[src/rtl/interp_out_fifo_pkg.sv]
// rtl/interp_out_fifo_pkg.sv - shared constants for the interpolator output path
//
// Purpose : holds the default sample width so the interpolator and its
//           output FIFO agree on the sample word size.
// Ports   : none (package).

package interp_out_fifo_pkg;

    // Default interpolator sample width (interpolator INW).
    localparam int INTERP_DW = 28;

endpackage : interp_out_fifo_pkg

[src/rtl/sfifo_mem.sv]
// rtl/sfifo_mem.sv - simple dual-port RAM with registered read for the output FIFO
//
// Purpose : storage array for interp_out_fifo, kept separate so it maps onto
//           block or distributed RAM. One write port, one read port, the read
//           data is registered (read-before-write on an address collision).
// Ports   :
//   i_clk    - clock, rising edge
//   i_we     - write enable
//   i_waddr  - write address
//   i_wdata  - write data
//   i_raddr  - read address, sampled every rising edge
//   o_rdata  - registered read data (contents of i_raddr at the last edge)

module sfifo_mem #(
    parameter int DW = 28,
    parameter int AW = 4
) (
    input  logic          i_clk,
    input  logic          i_we,
    input  logic [AW-1:0] i_waddr,
    input  logic [DW-1:0] i_wdata,
    input  logic [AW-1:0] i_raddr,
    output logic [DW-1:0] o_rdata
);

    logic [DW-1:0] mem [2**AW];
    logic [DW-1:0] rdata_q;

    // Storage is intentionally not reset.
    always_ff @(posedge i_clk) begin
        if (i_we) begin
            mem[i_waddr] <= i_wdata;
        end
        rdata_q <= mem[i_raddr];
    end

    assign o_rdata = rdata_q;

endmodule : sfifo_mem

[src/rtl/interp_out_fifo.sv]
// rtl/interp_out_fifo.sv - first-word-fall-through FIFO behind the interpolator
//
// Purpose : captures interpolator samples on i_ce and presents them on a
//           valid/ready stream with a registered head word (o_data), reporting
//           fill level, sticky overflow and a saturating drop count.
// Ports   :
//   i_clk, i_reset_n  - clock and synchronous active-low reset
//   i_ce, i_data      - write strobe and sample from the interpolator
//   o_valid, i_ready  - output handshake; o_data is the head sample
//   o_fill, o_full    - entries held (head included), full flag
//   o_overflow        - sticky drop flag
//   i_clr_overflow    - clears o_overflow and o_drops
//   o_drops           - saturating count of dropped writes

module interp_out_fifo
    import interp_out_fifo_pkg::*;
#(
    parameter int DW     = INTERP_DW,
    parameter int LGFLEN = 4,
    parameter int DROPW  = 16
) (
    input  logic              i_clk,
    input  logic              i_reset_n,
    input  logic              i_ce,
    input  logic [DW-1:0]     i_data,
    output logic              o_valid,
    input  logic              i_ready,
    output logic [DW-1:0]     o_data,
    output logic [LGFLEN:0]   o_fill,
    output logic              o_full,
    output logic              o_overflow,
    input  logic              i_clr_overflow,
    output logic [DROPW-1:0]  o_drops
);

    localparam int              DEPTH     = 1 << LGFLEN;
    localparam logic [LGFLEN:0] FULL_CNT  = (LGFLEN+1)'(DEPTH);
    localparam logic [LGFLEN:0] ONE_CNT   = (LGFLEN+1)'(1);
    localparam logic [DROPW-1:0] DROP_MAX = '1;

    logic [LGFLEN-1:0] wr_ptr_q, wr_ptr_d;
    logic [LGFLEN-1:0] rd_ptr_q, rd_ptr_d;
    logic [LGFLEN:0]   fill_q, fill_d;
    logic              full_q, full_d;
    logic              valid_q, valid_d;
    logic              ovf_q, ovf_d;
    logic [DROPW-1:0]  drops_q, drops_d;
    logic [DW-1:0]     data_q, data_d;
    logic [DW-1:0]     byp_q, byp_d;
    logic              stale_q, stale_d;

    logic              rd, wr, drop;
    logic [LGFLEN-1:0] next_addr;
    logic [LGFLEN-1:0] ram_raddr;
    logic [DW-1:0]     ram_rdata;

    // The RAM always prefetches the entry behind the head, so it is ready
    // the moment the head is consumed.
    assign next_addr = rd_ptr_d + LGFLEN'(1);
    assign ram_raddr = i_reset_n ? next_addr : LGFLEN'(1);

    sfifo_mem #(
        .DW (DW),
        .AW (LGFLEN)
    ) u_mem (
        .i_clk   (i_clk),
        .i_we    (wr & i_reset_n),
        .i_waddr (wr_ptr_q),
        .i_wdata (i_data),
        .i_raddr (ram_raddr),
        .o_rdata (ram_rdata)
    );

    always_comb begin
        rd   = valid_q & i_ready;
        wr   = i_ce & (~full_q | rd);
        drop = i_ce & full_q & ~rd;

        wr_ptr_d = wr_ptr_q + LGFLEN'(wr);
        rd_ptr_d = rd_ptr_q + LGFLEN'(rd);
        fill_d   = fill_q + (LGFLEN+1)'(wr) - (LGFLEN+1)'(rd);
        full_d   = (fill_d == FULL_CNT);
        valid_d  = (fill_d != '0);

        // A write landing on the prefetch address this edge makes the RAM
        // output stale (read-before-write); remember the written word instead.
        stale_d = wr & (wr_ptr_q == next_addr);
        byp_d   = wr ? i_data : byp_q;

        data_d = data_q;
        if (rd) begin
            if (fill_q > ONE_CNT) begin
                data_d = stale_q ? byp_q : ram_rdata;
            end else if (wr) begin
                data_d = i_data;
            end
        end else if (!valid_q && wr) begin
            data_d = i_data;
        end

        ovf_d   = ovf_q & ~i_clr_overflow;
        drops_d = i_clr_overflow ? '0 : drops_q;
        if (drop) begin
            ovf_d = 1'b1;
            if (i_clr_overflow) begin
                drops_d = DROPW'(1);
            end else if (drops_q != DROP_MAX) begin
                drops_d = drops_q + DROPW'(1);
            end
        end
    end

    always_ff @(posedge i_clk) begin
        if (!i_reset_n) begin
            wr_ptr_q <= '0;
            rd_ptr_q <= '0;
            fill_q   <= '0;
            full_q   <= 1'b0;
            valid_q  <= 1'b0;
            ovf_q    <= 1'b0;
            drops_q  <= '0;
            data_q   <= '0;
            byp_q    <= '0;
            stale_q  <= 1'b0;
        end else begin
            wr_ptr_q <= wr_ptr_d;
            rd_ptr_q <= rd_ptr_d;
            fill_q   <= fill_d;
            full_q   <= full_d;
            valid_q  <= valid_d;
            ovf_q    <= ovf_d;
            drops_q  <= drops_d;
            data_q   <= data_d;
            byp_q    <= byp_d;
            stale_q  <= stale_d;
        end
    end

    assign o_valid    = valid_q;
    assign o_data     = data_q;
    assign o_fill     = fill_q;
    assign o_full     = full_q;
    assign o_overflow = ovf_q;
    assign o_drops    = drops_q;

endmodule : interp_out_fifo

[config.mk]
export PLATFORM = sky130hd
export DESIGN_NAME = interp_out_fifo
export DESIGN_NICKNAME = d
export VERILOG_FILES = /design/src/rtl/interp_out_fifo_pkg.sv /design/src/rtl/sfifo_mem.sv /design/src/rtl/interp_out_fifo.sv
export SDC_FILE = /design/constraint.sdc
export NUM_CORES = 1
export LEC_CHECK = 0
export ABC_CLOCK_PERIOD_IN_PS = 11470
export BUFFER_PORTS_ARGS = -buffer_cell sky130_fd_sc_hd__clkbuf_2
export CORE_ASPECT_RATIO = 2
export CORE_MARGIN = 10
export CORE_UTILIZATION = 45
export CTS_CLUSTER_DIAMETER = 200
export DETAILED_ROUTE_END_ITERATION = 6
export PLACE_DENSITY = 0.6
export SYNTH_ARGS = -nofsm -noshare
export SYNTH_HDL_FRONTEND = slang
export SYNTH_SLANG_ARGS = --single-unit
[constraint.sdc]
create_clock -name i_clk -period 11.47 [get_ports i_clk]
set_input_delay 2.294 -clock i_clk [delete_from_list [all_inputs] [get_ports i_clk]]
set_output_delay 2.294 -clock i_clk [all_outputs]
set_load 0.05 [all_outputs]
# [Yosys cells after proc, flatten, opt, wreduce, memory -nomap -nowiden]
# Memories as Yosys holds them, arrays and structs flattened. A register that Yosys moved wholly into a read port is not among the register bits.
# Cells that the tools add are included.
# Widths: inputs -> output; s select.
[word_totals] inputBits=33 n_memories=1 ramBits=448 ff_bits=89 elab_cells=51
[memory_table] name="u_mem.mem" depth=16 word_bits=28 rd=1 rd_clocked_by_memory_dff=1 write_ports=1 line_no="sfifo_mem.sv:26" rtl="logic [DW-1:0] mem [2**AW];"
[classes] reduce_logical=5 eq_ne=4 n_lt_le_gt_ge=1 addsub=6 n_mux=13 bitwise=11
[ops] op="$mux 28" n=5
[ops] op="$mux 16" n=4
[ops] op="$add 16x1->16 const B" n=1
[ops] op="$ne 16x16->1 const B" n=1
[ops] op="$add 4x1->4" n=2
[ops] op="$and 1x1->1" n=7
[ops] op="$add 5x1->5" n=1
[ops] op="$eq 5x5->1 const B" n=1
[ops] op="$gt 5x1->1 const B" n=1
[ops] op="$reduce_bool 5->1" n=1
[ops] op="$sub 5x1->5" n=1
[ops] op="$add 4x1->4 const B" n=1
[ops] op="$eq 4x4->1" n=1
[ops] op="$mux 4" n=1
[ops] op="$mux 1" n=3
[ops] op="$ne 3x1->1 const B" n=1
[ops] op="$not 1->1" n=3
[ops] op="$reduce_and 2->1" n=1
[ops] op="$reduce_bool 2->1" n=1
[ops] op="$logic_and 1x1->1" n=1
[ops] op="$logic_not 1->1" n=1
[ops] op="$or 1x1->1" n=1

# [Logic depth before layout (Yosys ltp)]
# Gate-level depths: netlist of the first run.
[depth] depth_word=6 mapped_depth=11

# [Hierarchy]
# A second synthesis of the first run with hierarchy kept.
[hier_totals] hier_cells=1190 hier_area_um2=21677.0
[by_module_without_submodules] mod="sfifo_mem" seq_area_each_um2=14013.4 cells_per_inst=735 n_inst=1 area_each_um2=17534.3
[by_module_without_submodules] mod="interp_out_fifo" seq_area_each_um2=1781.7 cells_per_inst=455 n_inst=1 area_each_um2=4142.7

# [Least setup slack after synthesis of the first run]
# Ideal clock, no wire load.
[synth_path] path_kind="input to register" startpoint="in i_ready" endpoint="mem u_mem.mem[0][0], enable pin" arrival_ps=5084 slack_ps=5938 path_buffers=0 cell_stages=4 setup_ps=448 required_ps=11022 path_cell_list="a21boi_0 > nand2b_1 > or4_1 > nor3_1"
[synth_via] elab_chain_len=6
[synth_rtl] item="start: declaration" line_no="interp_out_fifo.sv:27" rtl="input logic i_ready,"
[synth_rtl] item="$and 1x1->1" line_no="interp_out_fifo.sv:75" rtl="rd = valid_q & i_ready;"
[synth_rtl] item="$or 1x1->1" line_no="interp_out_fifo.sv:76" rtl="wr = i_ce & (~full_q | rd);"
[synth_rtl] item="$and 1x1->1" line_no="interp_out_fifo.sv:76"
[synth_rtl] item="$and 1x1->1" line_no="interp_out_fifo.sv:67" rtl=".i_we (wr & i_reset_n),"
[synth_rtl] item="$mux 1" line_no="sfifo_mem.sv:31" rtl="if (i_we) begin"
[synth_rtl] item="$mux 1 (not written as such)" line_no="sfifo_mem.sv:32" rtl="mem[i_waddr] <= i_wdata;"
[synth_rtl] item="end: declaration" line_no="sfifo_mem.sv:26"
# Every way passes these cells.

# [Final worst setup path of the first run]
[layout_path] startpoint="in i_ready" endpoint="reg u_mem.rdata_q[14], in the netlist u_mem.o_rdata[14] (read register of u_mem.mem)"
[layout_via] elab_chain_len=4
[layout_rtl] item="$and 1x1->1" line_no="interp_out_fifo.sv:75"
[layout_rtl] item="$add 4x1->4" line_no="interp_out_fifo.sv:80" rtl="rd_ptr_d = rd_ptr_q + LGFLEN'(rd);"
[layout_rtl] item="via rd_ptr_d[0]" line_no="interp_out_fifo.sv:42" rtl="logic [LGFLEN-1:0] rd_ptr_q, rd_ptr_d;"
[layout_rtl] item="$add 4x1->4" line_no="interp_out_fifo.sv:59" rtl="assign next_addr = rd_ptr_d + LGFLEN'(1);"
[layout_rtl] item="$mux 4" line_no="interp_out_fifo.sv:60" rtl="assign ram_raddr = i_reset_n ? next_addr : LGFLEN'(1);"
[layout_rtl] item="end: declaration" line_no="sfifo_mem.sv:27" rtl="logic [DW-1:0] rdata_q;"
# The timed path passes the listed nets, and every way through them passes these cells.
# A chain may end at the register's enable or synchronous reset.

==> flow_summary.ini, run 1 <==
[run_status]
status = finished, violations left
violations = DRC

[setup_path]
cp_cell_sequence = clkbuf_2, nand2_1, inv_1, ha_4, ha_1, nand2_8, buf_4, a31oi_1, mux4_2
critical_path_arrival_ps = 6230
reg2regPathDepth = 8
worstSetupEndpointType = register
critPathKind = input port to register
cp_max_fo = 121
worstSetupStartpointType = input port
crit_slowest_cell = buf_4
crit_family = adder cells
worstPathRequired_ps = 11930
critical_path_depth = 9
slowest_delay_ps = 940
critPathBufInv = 3

[sta]
tightest_slew_ps = 1141
hold_viol_final = 0
slew_viol_final = 0
fin_crit_ps = 5773
finalCritPeriodShare = 0.5033
rsz0062_at_grt = no
finalSetupTns_ps = 0
skew_ps = 17.58
fmax_mhz = 173.2
setup_viol = 0
slew_headroom = 0.2395
worst_slack_ps = 5697

[yosys]
yosysUniqueCellTypes = 48
synth_ff_type = edfxtp_1
synth_warnings = 0
syn_area_per_cell_sq_um = 13.61
yosysSeqAreaShare = 0.7062
synth_async_sr_flop_share = 0
synth_edf_count = 448
syn_inst = 1643
syn_nets = 1692
syn_area_sq_um = 22370
ys_ff_latch = 565

[drt]
wl_per_cell_um = 24.43
detail_route.iter0.violations = 1028
vias_per_cell = 5.818
drcViolationCount = 1
dr.pass1.iters = 7
drt-total-wl_mm = 57.99
final_antenna_net_count = 0
vias = 13810

[cts]
post_cts_buffers = 0
htreeDepth = 2
clock_latency_ps = 580
holdBufCountCts = 0
cts.sinks = 565
cts_buffers = 46
cts_resized = 0
cts_tree = built
cts.path.max_buffers = 3
clockRootBuffer = clkbuf_16
path_clk_slew_ps = 70

[cells_and_area]
fin_area_sq_um = 25060
nNetsFinal = 1742
drive_gt1_frac = 0.1387
final_util = 0.5092
syn2layout_area_growth_pct = 12.03

[hold_path]
hold_depth = 2
hold_class = register to register

[floorplanning]
die-area_sq_um = 59560
core_area_sq_um = 49210
rows = 115
ios = 85
fp.dieW_um = 177.6
start_util = 0.4545
die_h_um = 335.3

[power]
powerDensity_nw_per_um2 = 218.1
ir_drop_mv = 0.2107
p_leak_uw = 0.008329

[grt]
grt_pass1_vias = 13920
grt_pass1_wl_mm = 86.21
grt_max_degree = 122
grt_antenna_before_repair = 3
grt_overflow_total = 0
grt.total_usage = 0.1929

[placed_design]
numPortBuffers = 84
dp_hpwl_mm = 30.49
placed_cell_area_sq_um = 23480
globalplace.congestion = 0.7956
dp_slack_ps = 5014

[job]
maxCapViolations = 0
cell families (layout without fill, tap and decap cells):
family | Yosys count | after routing | synth area share
buffers and inverters | 125 | 212 | 0.02383
xor gates and xnor gates | 24 | 24 | 0.01007
AOI/OAI and AO/OA | 331 | 331 | 0.09953
and+or+nand+nor | 523 | 523 | 0.1081
DFF | 565 | 565 | 0.7062
muxes | 59 | 59 | 0.04291
other | 0 | 1 | 0
adders and majority gates | 16 | 16 | 0.009287
placed cells by master, fill, tap and decap left out, types with 28 or more instances in the layout:
cell type / instances
nand2_1: 292
nor2b_1: 112
clkbuf_2: 84
a21oi_1: 64
dfxtp_1: 116
a2bb2oi_1: 28
edfxtp_1: 448
a31oi_1: 113
mux2i_1: 31
buf_4: 30
nand3_1: 36
clkbuf_16: 47
a211oi_1: 117
cell type report:
type	instances	area (sq um)
fillers	4144	24150
flip-flops and latches	565	15800
multi-input cells	953	6183
clock buffers	63	1296
well taps	643	804.5
repair buffers	114	645.6
clock inverters	22	276.5
inverters	13	50.05
diodes	1	2.502
state kept, by name, summed over array words and instances (netlist names):
| signal | cells |
|---|---|
| o_overflow | 1 |
| u_mem.o_rdata | 28 |
| stale_q | 1 |
| o_drops | 16 |
| wr_ptr_q | 4 |
| o_valid | 1 |
| rd_ptr_q | 4 |
| o_full | 1 |
| u_mem.mem | 448 |
| o_fill | 5 |
| byp_q | 28 |
| o_data | 28 |
report_power, final:
group	leakage (uW)	switching [uW]	internal, uW
logic	0.00257	923	462
registers	0.00500	77.3	2350
clock network	0.000761	723	931
total	0.00833	1720	3740
final timing paths:
check	from	to	slack, ps
worst min register to register	byp_q[2]	byp_q[2]	450
worst max-delay path	i_ready	u_mem.o_rdata[14]	5700
worst max register to register	o_valid	u_mem.o_rdata[14]	7170
worst min-delay path	byp_q[2]	byp_q[2]	450
worst reg2reg max path: cells and delay by family (launching register included):
kind,cells,cell delay (ps)
and+or+nand+nor,2,650
DFF,1,330
buffers and inverters,2,1050
muxes,1,530
AOI/OAI and AO/OA,1,310
adders and majority gates,2,1320
per-layer routing:
| layer | wire length, um | vias up | GRT usage | part of all wire |
|---|---|---|---|---|
| li1 | - | 6240 | - | - |
| met1 | 22540 | 6946 | 0.2322 | 0.39 |
| met2 | 29840 | 489 | 0.3381 | 0.51 |
| met3 | 3374 | 132 | 0.02510 | 0.058 |
| met4 | 2204 | 4 | 0.08173 | 0.038 |
| met5 | 27 | - | 0 | 0.00047 |
synthesized netlist by cell type (4+ instances only):
| master | n | area share |
|---|---|---|
| edfxtp_1 | 448 | 0.60 |
| nand2_1 | 294 | 0.049 |
| a211oi_1 | 117 | 0.039 |
| dfxtp_1 | 117 | 0.10 |
| a31oi_1 | 113 | 0.032 |
| nor2b_1 | 112 | 0.031 |
| clkbuf_1 | 66 | 0.011 |
| a21oi_1 | 64 | 0.014 |
| nand3_1 | 36 | 0.0081 |
| nor2_1 | 34 | 0.0057 |
| mux2i_1 | 31 | 0.014 |
| a2bb2oi_1 | 28 | 0.011 |
| buf_2 | 24 | 0.0054 |
| mux4_2 | 23 | 0.023 |
| xnor2_1 | 16 | 0.0063 |
| buf_1 | 15 | 0.0025 |
| ha_1 | 15 | 0.0084 |
| inv_1 | 12 | 0.0020 |
| and2_1 | 8 | 0.0022 |
| nor3_1 | 8 | 0.0018 |
| nand4_1 | 6 | 0.0017 |
| xor2_1 | 6 | 0.0023 |
| buf_4 | 5 | 0.0017 |
| mux4_1 | 5 | 0.0059 |
| nand2b_1 | 5 | 0.0014 |
| nor4_1 | 5 | 0.0014 |
| and3_1 | 4 | 0.0011 |
metrics by stage:
step	power (uW)	cells	hold WS [ps]
4_1_cts	5506	2373	455.5
2_1_floorplan	3479	1643	436.0
3_5_place_dp	3862	2288	446.3
5_1_grt	5700	2374	475.6
6_report	5465	2374	454.4
3_3_place_gp	3832	2288	441.0
(Power assumes the default switching activity.)
==> run 2: changes to the inputs <==
--- a/config.mk
+++ b/config.mk
@@ -5,14 +5,14 @@
 export SDC_FILE = /design/constraint.sdc
 export NUM_CORES = 1
 export LEC_CHECK = 0
-export ABC_CLOCK_PERIOD_IN_PS = 11470
+export ABC_CLOCK_PERIOD_IN_PS = 4690
 export BUFFER_PORTS_ARGS = -buffer_cell sky130_fd_sc_hd__clkbuf_2
 export CORE_ASPECT_RATIO = 2
 export CORE_MARGIN = 10
 export CORE_UTILIZATION = 45
 export CTS_CLUSTER_DIAMETER = 200
 export DETAILED_ROUTE_END_ITERATION = 6
-export PLACE_DENSITY = 0.6
+export PLACE_DENSITY = 0.62
 export SYNTH_ARGS = -nofsm -noshare
 export SYNTH_HDL_FRONTEND = slang
 export SYNTH_SLANG_ARGS = --single-unit
==> constraint.sdc (replaced) <==
create_clock -name i_clk -period 4.69 [get_ports i_clk]
set_input_delay 0.938 -clock i_clk [delete_from_list [all_inputs] [get_ports i_clk]]
set_output_delay 0.938 -clock i_clk [all_outputs]
set_load 0.05 [all_outputs]
==> flow_summary.ini, run 2 (synthesis results as in run 1) <==
[placed_design]
dp_hpwl_mm = 33.75
globalplace.congestion = 0.7844
numPortBuffers = 84

[grt]
grt_pass1_wl_mm = 87.13
grt_pass1_vias = 14050
grt_antenna_before_repair = 1
grt.total_usage = 0.1932
grt_overflow_total = 0
grt_max_degree = 114

[power]
powerDensity_nw_per_um2 = 532.5
p_seq_frac = 0.442
p_leak_uw = 0.008411
power.internal_uw = 9122
p_clk_frac = 0.298
ir_drop_mv = 0.3453
switchingPower_uw = 4293
combPwrFrac = 0.260
p_total_uw = 13410
p_sw_frac = 0.3200

[cells_and_area]
regMostFlops = u_mem.mem
largest_reg_flops = 448
final_util = 0.5119
n_antenna_cell = 0
final_cell_mix = edfxtp_1 (448), nand2_1 (292), a211oi_1 (117)
drive_gt1_frac = 0.1430
syn2layout_area_growth_pct = 12.64
mostFrequentLayoutCell = edfxtp_1
nNetsFinal = 1757

[cts]
cts.sinks = 565
post_cts_buffers = 0
cts_buffers = 48
cts.path.max_buffers = 3
clockRootBuffer = clkbuf_16
cts_resized = 0
htreeDepth = 2
holdBufCountCts = 0
cts_tree = built
path_clk_slew_ps = 70
clock_latency_ps = 580

[sta]
rsz0062_at_grt = no
finalCritPeriodShare = 0.7366
finalSetupTns_ps = 0
slew_headroom = 0.3255
fin_crit_ps = 3455
fmax_mhz = 289.4
hold_viol_final = 0
skew_ps = 19.35
setup_viol = 0
tightest_slew_ps = 1012
slew_viol_final = 0

[floorplanning]
die_h_um = 335.3
core_area_sq_um = 49210
fp.dieW_um = 177.6
ios = 85
rows = 115
die-area_sq_um = 59560
start_util = 0.4545

[drt]
vias_per_cell = 5.789
dr.pass1.iters = 5
wl_per_cell_um = 24.33
vias = 13840
final_antenna_net_count = 0
drcViolationCount = 0
drt-total-wl_mm = 58.16
detail_route.iter0.violations = 1070

[hold_path]
hold_class = register to register
hold_depth = 2

[job]
maxCapViolations = 0

[setup_path]
worstPathRequired_ps = 5140
worstSetupStartpointType = input port
critical_path_arrival_ps = 3910
critPathKind = input port to register
worstSetupEndpointType = register
cp_max_fo = 90
reg2regPathDepth = 9

[run_status]
status = completed
==> run 2: changes by cell type in the layout (fill, tap and decap cells not counted), moves of 3 or more <==
cell        change
buf_12          +5
buf_4           +8
clkbuf_1        +3
clkbuf_8        -3
clkinv_1        +5
clkinvlp_4      -3
==> run 2: path summary, 6_finish.rpt <==
kind / start / to / slack (ps)
hold reg to reg: byp_q[21] / byp_q[21] / 450
setup / recovery: i_ready / u_mem.o_rdata[24] / 1240
hold / removal: byp_q[21] / byp_q[21] / 450
setup reg to reg: o_valid / u_mem.o_rdata[24] / 1340
==> run 2: power groups by stage <==
stage	combinational [uW]	sequential (uW)	clock (uW)
after detailed placement	3500	6050	0
after global routing	3790	5960	4230
final	3490	5930	4000
after CTS	3520	5940	4070
after global placement	3450	6040	0
after floorplan	2160	6350	0
==> run 2: stage by stage <==
step                      setup WS, ps  area, sq um  instances  hold slack (ps)
after floorplan                  514.3        22370       1643            436.0
after global placement           791.8        23640       2301            441.6
after detailed placement         718.8        23640       2301            448.0
after CTS                         1325        25190       2391            457.3
after global routing              1024        25190       2391            473.7
final                             1235        25190       2391            453.9
==> run 2: final cells by class <==
class	instances	area, sq um
Tap cell	643	804.5
Multi-Input combinational cell	953	6183
Clock inverter	25	235.2
Sequential cell	565	15800
Clock buffer	65	1316
Fill cell	4149	24020
Inverter	13	50.05
Timing Repair Buffer	127	805.8
==> run 2: critical path: stages <==
cell and delay, ps:
clkbuf_2 90, nand2_1 130, inv_1 120, ha_4 330
buf_4 720, buf_4 570, nor2b_1 110, a211oi_1 220
a31oi_1 80, mux4_2 460
==> run 2: routing by layer <==
layer | part of all wire | global-route usage
met1 | 0.38 | 0.2312
met2 | 0.53 | 0.3493
met3 | 0.058 | 0.02668
met4 | 0.026 | 0.05983
met5 | 0.00021 | 0
==> run 3: changes to the inputs <==
--- a/config.mk
+++ b/config.mk
@@ -5,14 +5,14 @@
 export SDC_FILE = /design/constraint.sdc
 export NUM_CORES = 1
 export LEC_CHECK = 0
-export ABC_CLOCK_PERIOD_IN_PS = 4690
+export ABC_CLOCK_PERIOD_IN_PS = 3400
 export BUFFER_PORTS_ARGS = -buffer_cell sky130_fd_sc_hd__clkbuf_2
 export CORE_ASPECT_RATIO = 2
 export CORE_MARGIN = 10
 export CORE_UTILIZATION = 45
 export CTS_CLUSTER_DIAMETER = 200
 export DETAILED_ROUTE_END_ITERATION = 6
-export PLACE_DENSITY = 0.62
+export PLACE_DENSITY = 0.6
 export SYNTH_ARGS = -nofsm -noshare
 export SYNTH_HDL_FRONTEND = slang
 export SYNTH_SLANG_ARGS = --single-unit
==> constraint.sdc (replaced) <==
create_clock -name i_clk -period 3.4 [get_ports i_clk]
set_input_delay 0.68 -clock i_clk [delete_from_list [all_inputs] [get_ports i_clk]]
set_output_delay 0.68 -clock i_clk [all_outputs]
set_load 0.05 [all_outputs]
==> flow_summary.ini, run 3 (synthesis results as in run 1) <==
[run_status]
status = completed

[floorplanning]
die-area_sq_um = 59560
fp.dieW_um = 177.6
ios = 85
start_util = 0.4545
die_h_um = 335.3
core_area_sq_um = 49210
rows = 115

[power]
p_total_uw = 18560
powerDensity_nw_per_um2 = 727.0
ir_drop_mv = 0.4520
p_leak_uw = 0.008547

[setup_path]
worstPathRequired_ps = 3840
critPathBufInv = 2
slowest_delay_ps = 480
critical_path_arrival_ps = 3320
crit_path_frequent_cell = ha_1
crit_family = adder cells
worstSetupEndpointType = register
cp_cell_sequence = nand2_1, inv_1, ha_4, ha_1, ha_1, nand2_8, buf_12, a211oi_1, a31oi_1, mux4_2
crit_slowest_cell = mux4_2
worstSetupStartpointType = register
critPathKind = register to register
cp_max_fo = 45

[grt]
grt_max_degree = 71
grt_overflow_total = 0
grt_antenna_before_repair = 1
grt.total_usage = 0.1935
grt_pass1_wl_mm = 86.64
grt_pass1_vias = 13970

[drt]
vias = 13880
vias_per_cell = 5.752
drcViolationCount = 0
drt-total-wl_mm = 58.16
detail_route.iter0.violations = 928
final_antenna_net_count = 0
dr.pass1.iters = 6
wl_per_cell_um = 24.11

[placed_design]
numPortBuffers = 84
dp_hpwl_mm = 33.14
globalplace.congestion = 0.7848

[cts]
htreeDepth = 2
path_clk_slew_ps = 70
cts_tree = built
cts.sinks = 565
clock_latency_ps = 580
post_cts_buffers = 0
holdBufCountCts = 0
cts_buffers = 48
clockRootBuffer = clkbuf_16
cts_resized = 0
cts.path.max_buffers = 3

[cells_and_area]
mostFrequentLayoutCell = edfxtp_1
regMostFlops = u_mem.mem
final_cell_mix = edfxtp_1 (448), nand2_1 (292), a211oi_1 (117)
nNetsFinal = 1780
drive_gt1_frac = 0.1538
largest_reg_flops = 448
syn2layout_area_growth_pct = 14.17

[job]
maxCapViolations = 0

[hold_path]
hold_class = input port to register

[sta]
hold_viol_final = 0
slew_headroom = 0.4180
tightest_slew_ps = 872.9
finalCritPeriodShare = 0.8470
skew_ps = 16.04
setup_viol = 0
slew_viol_final = 0
fin_crit_ps = 2880
rsz0062_at_grt = no
fmax_mhz = 347.2
finalSetupTns_ps = 0
[run 3: changes by cell type in the layout (fill, tap and decap cells not counted), moves of 2 or more]
cell and change:
clkinvlp_4 +2, nor3_2 -4, buf_4 +9, nor3_4 +4, clkinv_2 -4, bufinv_16 -2, clkinv_1 -2, buf_12 +14
clkbuf_8 +4, clkinv_4 -2
[run 3: path summary, 6_finish.rpt]
check / from / depth (start not counted) / to / slack, ps
max reg2reg: o_valid / 10 / u_mem.o_rdata[12] / 520
min: i_clr_overflow / 3 / o_overflow / 430
max: o_valid / 10 / u_mem.o_rdata[12] / 520
min reg2reg: byp_q[11] / 2 / byp_q[11] / 450
[run 3: worst min-delay path: stages]
cell	delay [ps]
clkbuf_2	110
nand2b_1	100
a21oi_1	50
[run 3: through the flow]
step                      hold slack [ps]    util  setup slack, ps  std cells  cell area, sq um
after floorplan                     436.0       -            135.5       1643             22390
after global placement              441.0  0.4880            135.7       2324             24020
after detailed placement            447.7  0.4880            107.7       2324             24020
after CTS                           396.7  0.5188            515.2       2411             25530
after global routing                428.7  0.5188            329.4       2411             25530
final                               429.1  0.5189            520.1       2412             25530
[run 3: power by group]
group | total, uW | internal, uW | leakage, uW | switching [uW]
combinational | 5010 | 1770 | 0.00281 | 3240
clock | 5370 | 2960 | 0.000730 | 2410
sequential | 8180 | 7920 | 0.00500 | 261
[run 3: per-layer routing]
metal / GRT usage / wire length [um]
met1: 0.2302 / 22480
met2: 0.3462 / 30440
met3: 0.02949 / 3496
met4: 0.06642 / 1725
met5: 0 / 12
[run 3: layout make-up]
type	instances	area, sq um
fillers	4130	23680
flip-flops and latches	565	15800
multi-input cells	953	6211
clock buffers	70	1375
repair buffers	150	1154
well taps	643	804.5
clock inverters	17	141.4
inverters	13	50.05
diodes	1	2.502
